`src/rtl/stage4_load_forward_buffer.sv`:
```
// -----------------------------------------------------------------------------
// stage4_load_forward_buffer
//
// Store-data forwarding from in-flight loads. The live stage-4 writeback and a
// DEPTH-entry history of retired writebacks are searched for the youngest
// writer of the stage-3 store's rs2. If that writer is a load, its data is
// offered to the store-data mux together with the index of the source.
// A younger non-load writer shadows any older load; the ALU forward path owns
// that case, so this block stays silent.
//
// Ports:
//   CLK                in   rising-edge clock
//   RESET              in   asynchronous active-low reset
//   STALL              in   hold history and counter
//   FLUSH              in   clear history valid bits (dominates STALL)
//   S4_REG_WRITE       in   stage-4 instruction writes a register
//   S4_MEM_READ        in   stage-4 instruction is a load
//   S4_REG_ADDR        in   stage-4 destination register
//   S4_LOAD_DATA       in   stage-4 load result
//   S3_MEM_WRITE       in   stage-3 instruction is a store
//   S3_REG_READ_ADDR2  in   stage-3 rs2 (store data source)
//   FWD_EN             out  select forwarded data for the store
//   FWD_DATA           out  forwarded load data (0 when not forwarding)
//   FWD_IDX            out  0 = live stage 4, k = history entry k-1
//   FWD_COUNT          out  saturating count of forward events
// -----------------------------------------------------------------------------
module stage4_load_forward_buffer #(
  parameter int DATA_WIDTH = 32,
  parameter int ADDR_WIDTH = 5,
  parameter int DEPTH      = 2,
  parameter int CNT_WIDTH  = 16,
  localparam int IDX_W     = $clog2(DEPTH + 1)
) (
  input  logic                  CLK,
  input  logic                  RESET,
  input  logic                  STALL,
  input  logic                  FLUSH,
  input  logic                  S4_REG_WRITE,
  input  logic                  S4_MEM_READ,
  input  logic [ADDR_WIDTH-1:0] S4_REG_ADDR,
  input  logic [DATA_WIDTH-1:0] S4_LOAD_DATA,
  input  logic                  S3_MEM_WRITE,
  input  logic [ADDR_WIDTH-1:0] S3_REG_READ_ADDR2,
  output logic                  FWD_EN,
  output logic [DATA_WIDTH-1:0] FWD_DATA,
  output logic [IDX_W-1:0]      FWD_IDX,
  output logic [CNT_WIDTH-1:0]  FWD_COUNT
);

  // History, entry 0 is the youngest.
  logic [DEPTH-1:0]      r_valid;
  logic [DEPTH-1:0]      r_is_load;
  logic [ADDR_WIDTH-1:0] r_addr [DEPTH];
  logic [DATA_WIDTH-1:0] r_data [DEPTH];
  logic [CNT_WIDTH-1:0]  r_count;

  logic                  w_s4_valid;
  logic                  w_found;
  logic                  w_fwd_en;
  logic [DATA_WIDTH-1:0] w_fwd_data;
  logic [IDX_W-1:0]      w_fwd_idx;

  // Writes to x0 are architecturally discarded, so they never become writers.
  assign w_s4_valid = S4_REG_WRITE && (S4_REG_ADDR != '0);

  // Youngest-first priority scan; the first valid address match decides,
  // whether or not it is a load.
  always_comb begin
    w_found    = 1'b0;
    w_fwd_en   = 1'b0;
    w_fwd_data = '0;
    w_fwd_idx  = '0;
    if (S3_MEM_WRITE && (S3_REG_READ_ADDR2 != '0)) begin
      if (w_s4_valid && (S4_REG_ADDR == S3_REG_READ_ADDR2)) begin
        w_found = 1'b1;
        if (S4_MEM_READ) begin
          w_fwd_en   = 1'b1;
          w_fwd_data = S4_LOAD_DATA;
          w_fwd_idx  = '0;
        end
      end
      for (int k = 0; k < DEPTH; k++) begin
        if (!w_found && r_valid[k] && (r_addr[k] == S3_REG_READ_ADDR2)) begin
          w_found = 1'b1;
          if (r_is_load[k]) begin
            w_fwd_en   = 1'b1;
            w_fwd_data = r_data[k];
            w_fwd_idx  = IDX_W'(k + 1);
          end
        end
      end
    end
  end

  // History shift register. A flush only needs to invalidate entries; the
  // stale payload is harmless once valid is low.
  always_ff @(posedge CLK or negedge RESET) begin
    if (!RESET) begin
      r_valid   <= '0;
      r_is_load <= '0;
      for (int k = 0; k < DEPTH; k++) begin
        r_addr[k] <= '0;
        r_data[k] <= '0;
      end
    end else if (FLUSH) begin
      r_valid <= '0;
    end else if (!STALL) begin
      for (int k = DEPTH - 1; k > 0; k--) begin
        r_valid[k]   <= r_valid[k-1];
        r_is_load[k] <= r_is_load[k-1];
        r_addr[k]    <= r_addr[k-1];
        r_data[k]    <= r_data[k-1];
      end
      r_valid[0]   <= w_s4_valid;
      r_is_load[0] <= S4_MEM_READ;
      r_addr[0]    <= S4_REG_ADDR;
      r_data[0]    <= S4_LOAD_DATA;
    end
  end

  // Forward-event counter: survives flush, freezes on stall, saturates.
  always_ff @(posedge CLK or negedge RESET) begin
    if (!RESET) begin
      r_count <= '0;
    end else if (w_fwd_en && !STALL && (r_count != '1)) begin
      r_count <= r_count + CNT_WIDTH'(1);
    end
  end

  assign FWD_EN    = w_fwd_en;
  assign FWD_DATA  = w_fwd_data;
  assign FWD_IDX   = w_fwd_idx;
  assign FWD_COUNT = r_count;

endmodule

```
`config.mk`:
```
export PLATFORM = sky130hd
export DESIGN_NAME = stage4_load_forward_buffer
export DESIGN_NICKNAME = d
export VERILOG_FILES = /design/src/rtl/stage4_load_forward_buffer.sv
export SDC_FILE = /design/constraint.sdc
export NUM_CORES = 1
export LEC_CHECK = 0
export CAP_MARGIN = 5
export CORE_ASPECT_RATIO = 0.8
export CORE_UTILIZATION = 35
export DETAILED_ROUTE_END_ITERATION = 12
export PLACE_DENSITY_LB_ADDON = 0.25
export SYNTH_ARGS = -nofsm -noshare
export SYNTH_HDL_FRONTEND = slang
export SYNTH_SLANG_ARGS = --single-unit
```
`constraint.sdc`:
```
create_clock -name CLK -period 6.7 [get_ports CLK]
set_input_delay 1.34 -clock CLK [delete_from_list [all_inputs] [get_ports CLK]]
set_output_delay 1.34 -clock CLK [all_outputs]
set_load 0.005 [all_outputs]
```
==> results.yml, run 1 <==
yosys:
  synth-async-reset-ratio: 1.00
  synth-edff-count: 0
  synth_compound_gate_area_share: 0.0709
  syn_avg_cell_area_um2: 11.8
  mapped_nets: 445
  ys_warn_count: 0
  synth_cell_types: 42
  syn-instance-count: 395
  synthesis.area_mm2: 0.00466
  largest_family_of_logic_cells_by_synthesized_area: "multiplexers"
  yosys.area_share.simple: 0.147
  synth-adder-area-share: 0.00269
  mux_share_of_post_synthesis_cell_area: 0.189
  seq_area_frac_synth: 0.505
  yosys_register_bits: 94
  synthFlopType: "sky130_fd_sc_hd__dfrtp_1"
  synth_xor_xnor_area_share: 0.0564
sta:
  clock.fmax_ghz: 0.170
  min_period_ns: 5.89
  timing.clock.skew_ns: 0.00536
  timing.final.ws_setup_ns: 0.809
  worst_hold_slack_after_final_layout_ns: 0.487
  finalHoldViolations: 0
  worst_pin_slew_ns: 1.02
  unrepaired_setup_endpoints_after_global_routing: "false"
  final.setup.tns_ns: 0
  period_share: 0.879
  final-setup-viol-count: 0
  slew_headroom: 0.314
  slew_violations: 0
setup_path:
  critPathMaxFanout: 19
  endpoint_kind: "output pin"
  critical-path-top-cell-by-count: "sky130_fd_sc_hd__clkdlybuf4s50_1"
  r2r_slack_ns: 4.26
  depth_of_the_most_critical_reg_to_reg_path: 7
  cp.required_ns: 5.36
  worst_path_slowest_cell: "sky130_fd_sc_hd__and2_1"
  rr_endpoint: "FWD_COUNT[1]"
  worstSetupPathType: "in -> out"
  timing.critical_path.arrival_ns: 4.55
  crit_path_max_incr_delay_ns: 0.72
  startpoint_type: "input port"
  regToRegStartpoint: "r_addr[8]"
  path_cells: "clkdlybuf4s50_1 -> xnor2_1 -> nand4_1 -> nor2_2 -> and2_1 -> buf_4 -> a221oi_1 -> nor3_1 -> clkdlybuf4s50_1"
grt:
  antenna_found_initial: 0
  largest_net_degree_at_the_start_of_global_routing: 51
  grt_first_pass_wirelength_um: 18500
  groute.usage.overall: 0.176
  vias_in_the_first_global_route: 3581
  globalRoute.totalOverflow: 0
power:
  peak_supply_drop_v: 0.000109
  leakagePower_nw: 2.35
  powerDensity_mw_per_mm2: 233
detailed_routing:
  route.detailed.wl_per_inst_um: 17.0
  drt_wl_total_um: 11300
  drt_iter0_drc: 231
  dr_total_vias: 3519
  drt_pre_antenna_iters: 6
  antenna_left: 0
  detail_route.vias_per_cell: 5.30
  detail_route.drc_violations: 0
placed_design:
  place_worst_setup_slack_ns: 0.775
  dp_cells: 648
  io_buffers: 99
  gp_congestion: 0.756
  dp_hpwl_um: 7510
min_path:
  min-delay-path-class: "reg -> reg"
  worstHoldPathCells: 1
  worst_hold_path_endpoint: "FWD_COUNT[15]"
  hold_path_startpoint: "FWD_COUNT[15]"
flow_run:
  timing.max_cap.violations: 0
clocking:
  tritoncts: "yes"
  clockRootBuffer: "sky130_fd_sc_hd__clkbuf_16"
  post-cts-setup-buffers: 0
  clk_latency_ns: 0.34
  clockBufferDepth: 2
  cts_buffers: 9
  htreeDepth: 3
  post_cts.resized_instances: 0
  clock_sinks: 94
  ctsHoldBuffers: 0
  clk_pin_slew_worst_paths_ns: 0.06
floorplanning:
  die-height_um: 105
  chipWidth_um: 131
  floorplan.die_area_mm2: 0.0138
  initial_utilization: 0.360
  row_count: 37
  design.core.area_mm2: 0.0129
  io_pins: 100
outcome:
  status: "finished, final reports clean"
cells_and_area:
  final_net_count: 534
  syn_to_final_growth_pct: 31.3
  drive_gt1_frac: 0.237
  fill_cells: 1156
  antennaDiodeCount: 0
  finish.cell_count_without_fillers: 664
cells by family (layout without fill, tap and decap cells):
| logic type | Yosys count | count (layout) |
|---|---|---|
| and+or+nand+nor | 125 | 125 |
| DFF | 94 | 94 |
| muxes | 78 | 78 |
| AOI/OAI and AO/OA | 39 | 39 |
| xor gates and xnor gates | 30 | 30 |
| buffers and inverters | 28 | 122 |
| adders and majority gates | 1 | 1 |
cell usage after synthesis (2+ instances only):
master	n	area share
sky130_fd_sc_hd__a221oi_1	32	0.060
sky130_fd_sc_hd__and2_1	3	0.0040
sky130_fd_sc_hd__and3_1	2	0.0027
sky130_fd_sc_hd__buf_2	10	0.011
sky130_fd_sc_hd__buf_6	2	0.0048
sky130_fd_sc_hd__clkbuf_1	14	0.011
sky130_fd_sc_hd__dfrtp_1	94	0.51
sky130_fd_sc_hd__mux2_2	76	0.18
sky130_fd_sc_hd__nand2_1	6	0.0048
sky130_fd_sc_hd__nand3_1	6	0.0065
sky130_fd_sc_hd__nand4_1	7	0.0094
sky130_fd_sc_hd__nor2_1	40	0.032
sky130_fd_sc_hd__nor2b_1	3	0.0040
sky130_fd_sc_hd__nor3_1	38	0.041
sky130_fd_sc_hd__nor3_2	2	0.0043
sky130_fd_sc_hd__nor4_1	3	0.0040
sky130_fd_sc_hd__nor4_2	2	0.0054
sky130_fd_sc_hd__o21ai_0	2	0.0022
sky130_fd_sc_hd__or4_1	2	0.0032
sky130_fd_sc_hd__xnor2_1	15	0.028
sky130_fd_sc_hd__xor2_1	15	0.028
sequential cells by signal, summed over array words and instances (netlist names):
register / cells
r_is_load: 2
r_addr: 10
FWD_COUNT: 16
r_data: 64
r_valid: 2
per-layer routing:
layer / up-vias / wire length, um / track usage
met1: 1766 / 5440 / 0.248
met5: - / 0 / 0
met4: 0 / 145 / 0.0484
met2: 109 / 5050 / 0.266
li1: 1635 / - / -
met3: 9 / 649 / 0.0471
cells in the final DEF, fill, tap and decap left out, types with 2 or more instances in the layout:
master and instances:
sky130_fd_sc_hd__a221oi_1 32, sky130_fd_sc_hd__and2_1 3, sky130_fd_sc_hd__and3_1 2, sky130_fd_sc_hd__buf_4 8
sky130_fd_sc_hd__clkbuf_16 9, sky130_fd_sc_hd__clkdlybuf4s50_1 98, sky130_fd_sc_hd__clkinvlp_4 2, sky130_fd_sc_hd__dfrtp_1 94
sky130_fd_sc_hd__mux2_2 76, sky130_fd_sc_hd__nand2_1 6, sky130_fd_sc_hd__nand3_1 6, sky130_fd_sc_hd__nand4_1 7
sky130_fd_sc_hd__nor2_1 39, sky130_fd_sc_hd__nor2b_2 2, sky130_fd_sc_hd__nor3_1 38, sky130_fd_sc_hd__nor3_2 2
sky130_fd_sc_hd__nor4_1 3, sky130_fd_sc_hd__nor4_2 2, sky130_fd_sc_hd__o21ai_0 2, sky130_fd_sc_hd__o21ai_4 2
sky130_fd_sc_hd__or4_1 2, sky130_fd_sc_hd__xnor2_1 15, sky130_fd_sc_hd__xor2_1 15
critical path, delay by kind of cell:
| kind | cells | cell delay, ns |
|---|---|---|
| AO/OA/AOI/OAI | 1 | 0.10 |
| XOR/XNOR | 1 | 0.15 |
| buffers and inverters | 3 | 1.46 |
| AND/OR/NAND/NOR | 4 | 1.48 |
how the worst max path moves through the flow:
stage / depth (start not counted) / from / endpoint
after CTS: 9 / S3_REG_READ_ADDR2[3] / FWD_DATA[16]
after global routing: 9 / S3_REG_READ_ADDR2[4] / FWD_DATA[16]
after detailed placement: 9 / S3_REG_READ_ADDR2[3] / FWD_DATA[16]
final: 9 / S3_REG_READ_ADDR2[3] / FWD_DATA[15]
after floorplan: 8 / S4_REG_ADDR[1] / FWD_DATA[10]
after global placement: 9 / S3_REG_READ_ADDR2[2] / FWD_DATA[15]
where the power goes:
| part | total [mW] | switching (mW) | leakage [nW] | internal [mW] |
|---|---|---|---|---|
| combinational | 0.197 | 0.0755 | 1.06 | 0.122 |
| clock | 0.512 | 0.213 | 0.142 | 0.299 |
| sequential | 0.718 | 0.0579 | 1.14 | 0.661 |
| total | 1.43 | 0.346 | 2.35 | 1.08 |
layout make-up:
type                       instances  area [um2]  share of cell area
clock buffer                      11         243              0.0397
clock inverter                     5        58.8             0.00962
multi-input combinational        273        2200               0.360
sequential                        94        2350               0.385
tap                              175         219              0.0358
timing repair buffer             106        1040               0.170
metrics by stage:
step | area, um2 | power, mW | utilization
detailed placement | 5810 | 0.928 | 0.450
finish | 6110 | 1.43 | 0.473
CTS | 6110 | 1.44 | 0.473
global placement | 5810 | 0.916 | 0.450
global route | 6110 | 1.50 | 0.473
floorplan | 4660 | 0.837 | -
No activity file was read; power rests on OpenSTA's default activity.
==> run 2, diff against run 1 <==
GPL_ROUTABILITY_DRIVEN = 0   (was default)
==> results of run 2 <==
Same layout as run 1: the final DEF is identical, and so are final timing and power.
==> run 3, diff against run 2 <==
CTS_CLUSTER_SIZE = 10   (was default)
HOLD_SLACK_MARGIN = 0.05   (was default)
==> results of run 3 <==
Same layout as run 1: the final DEF is identical, and so are final timing and power.
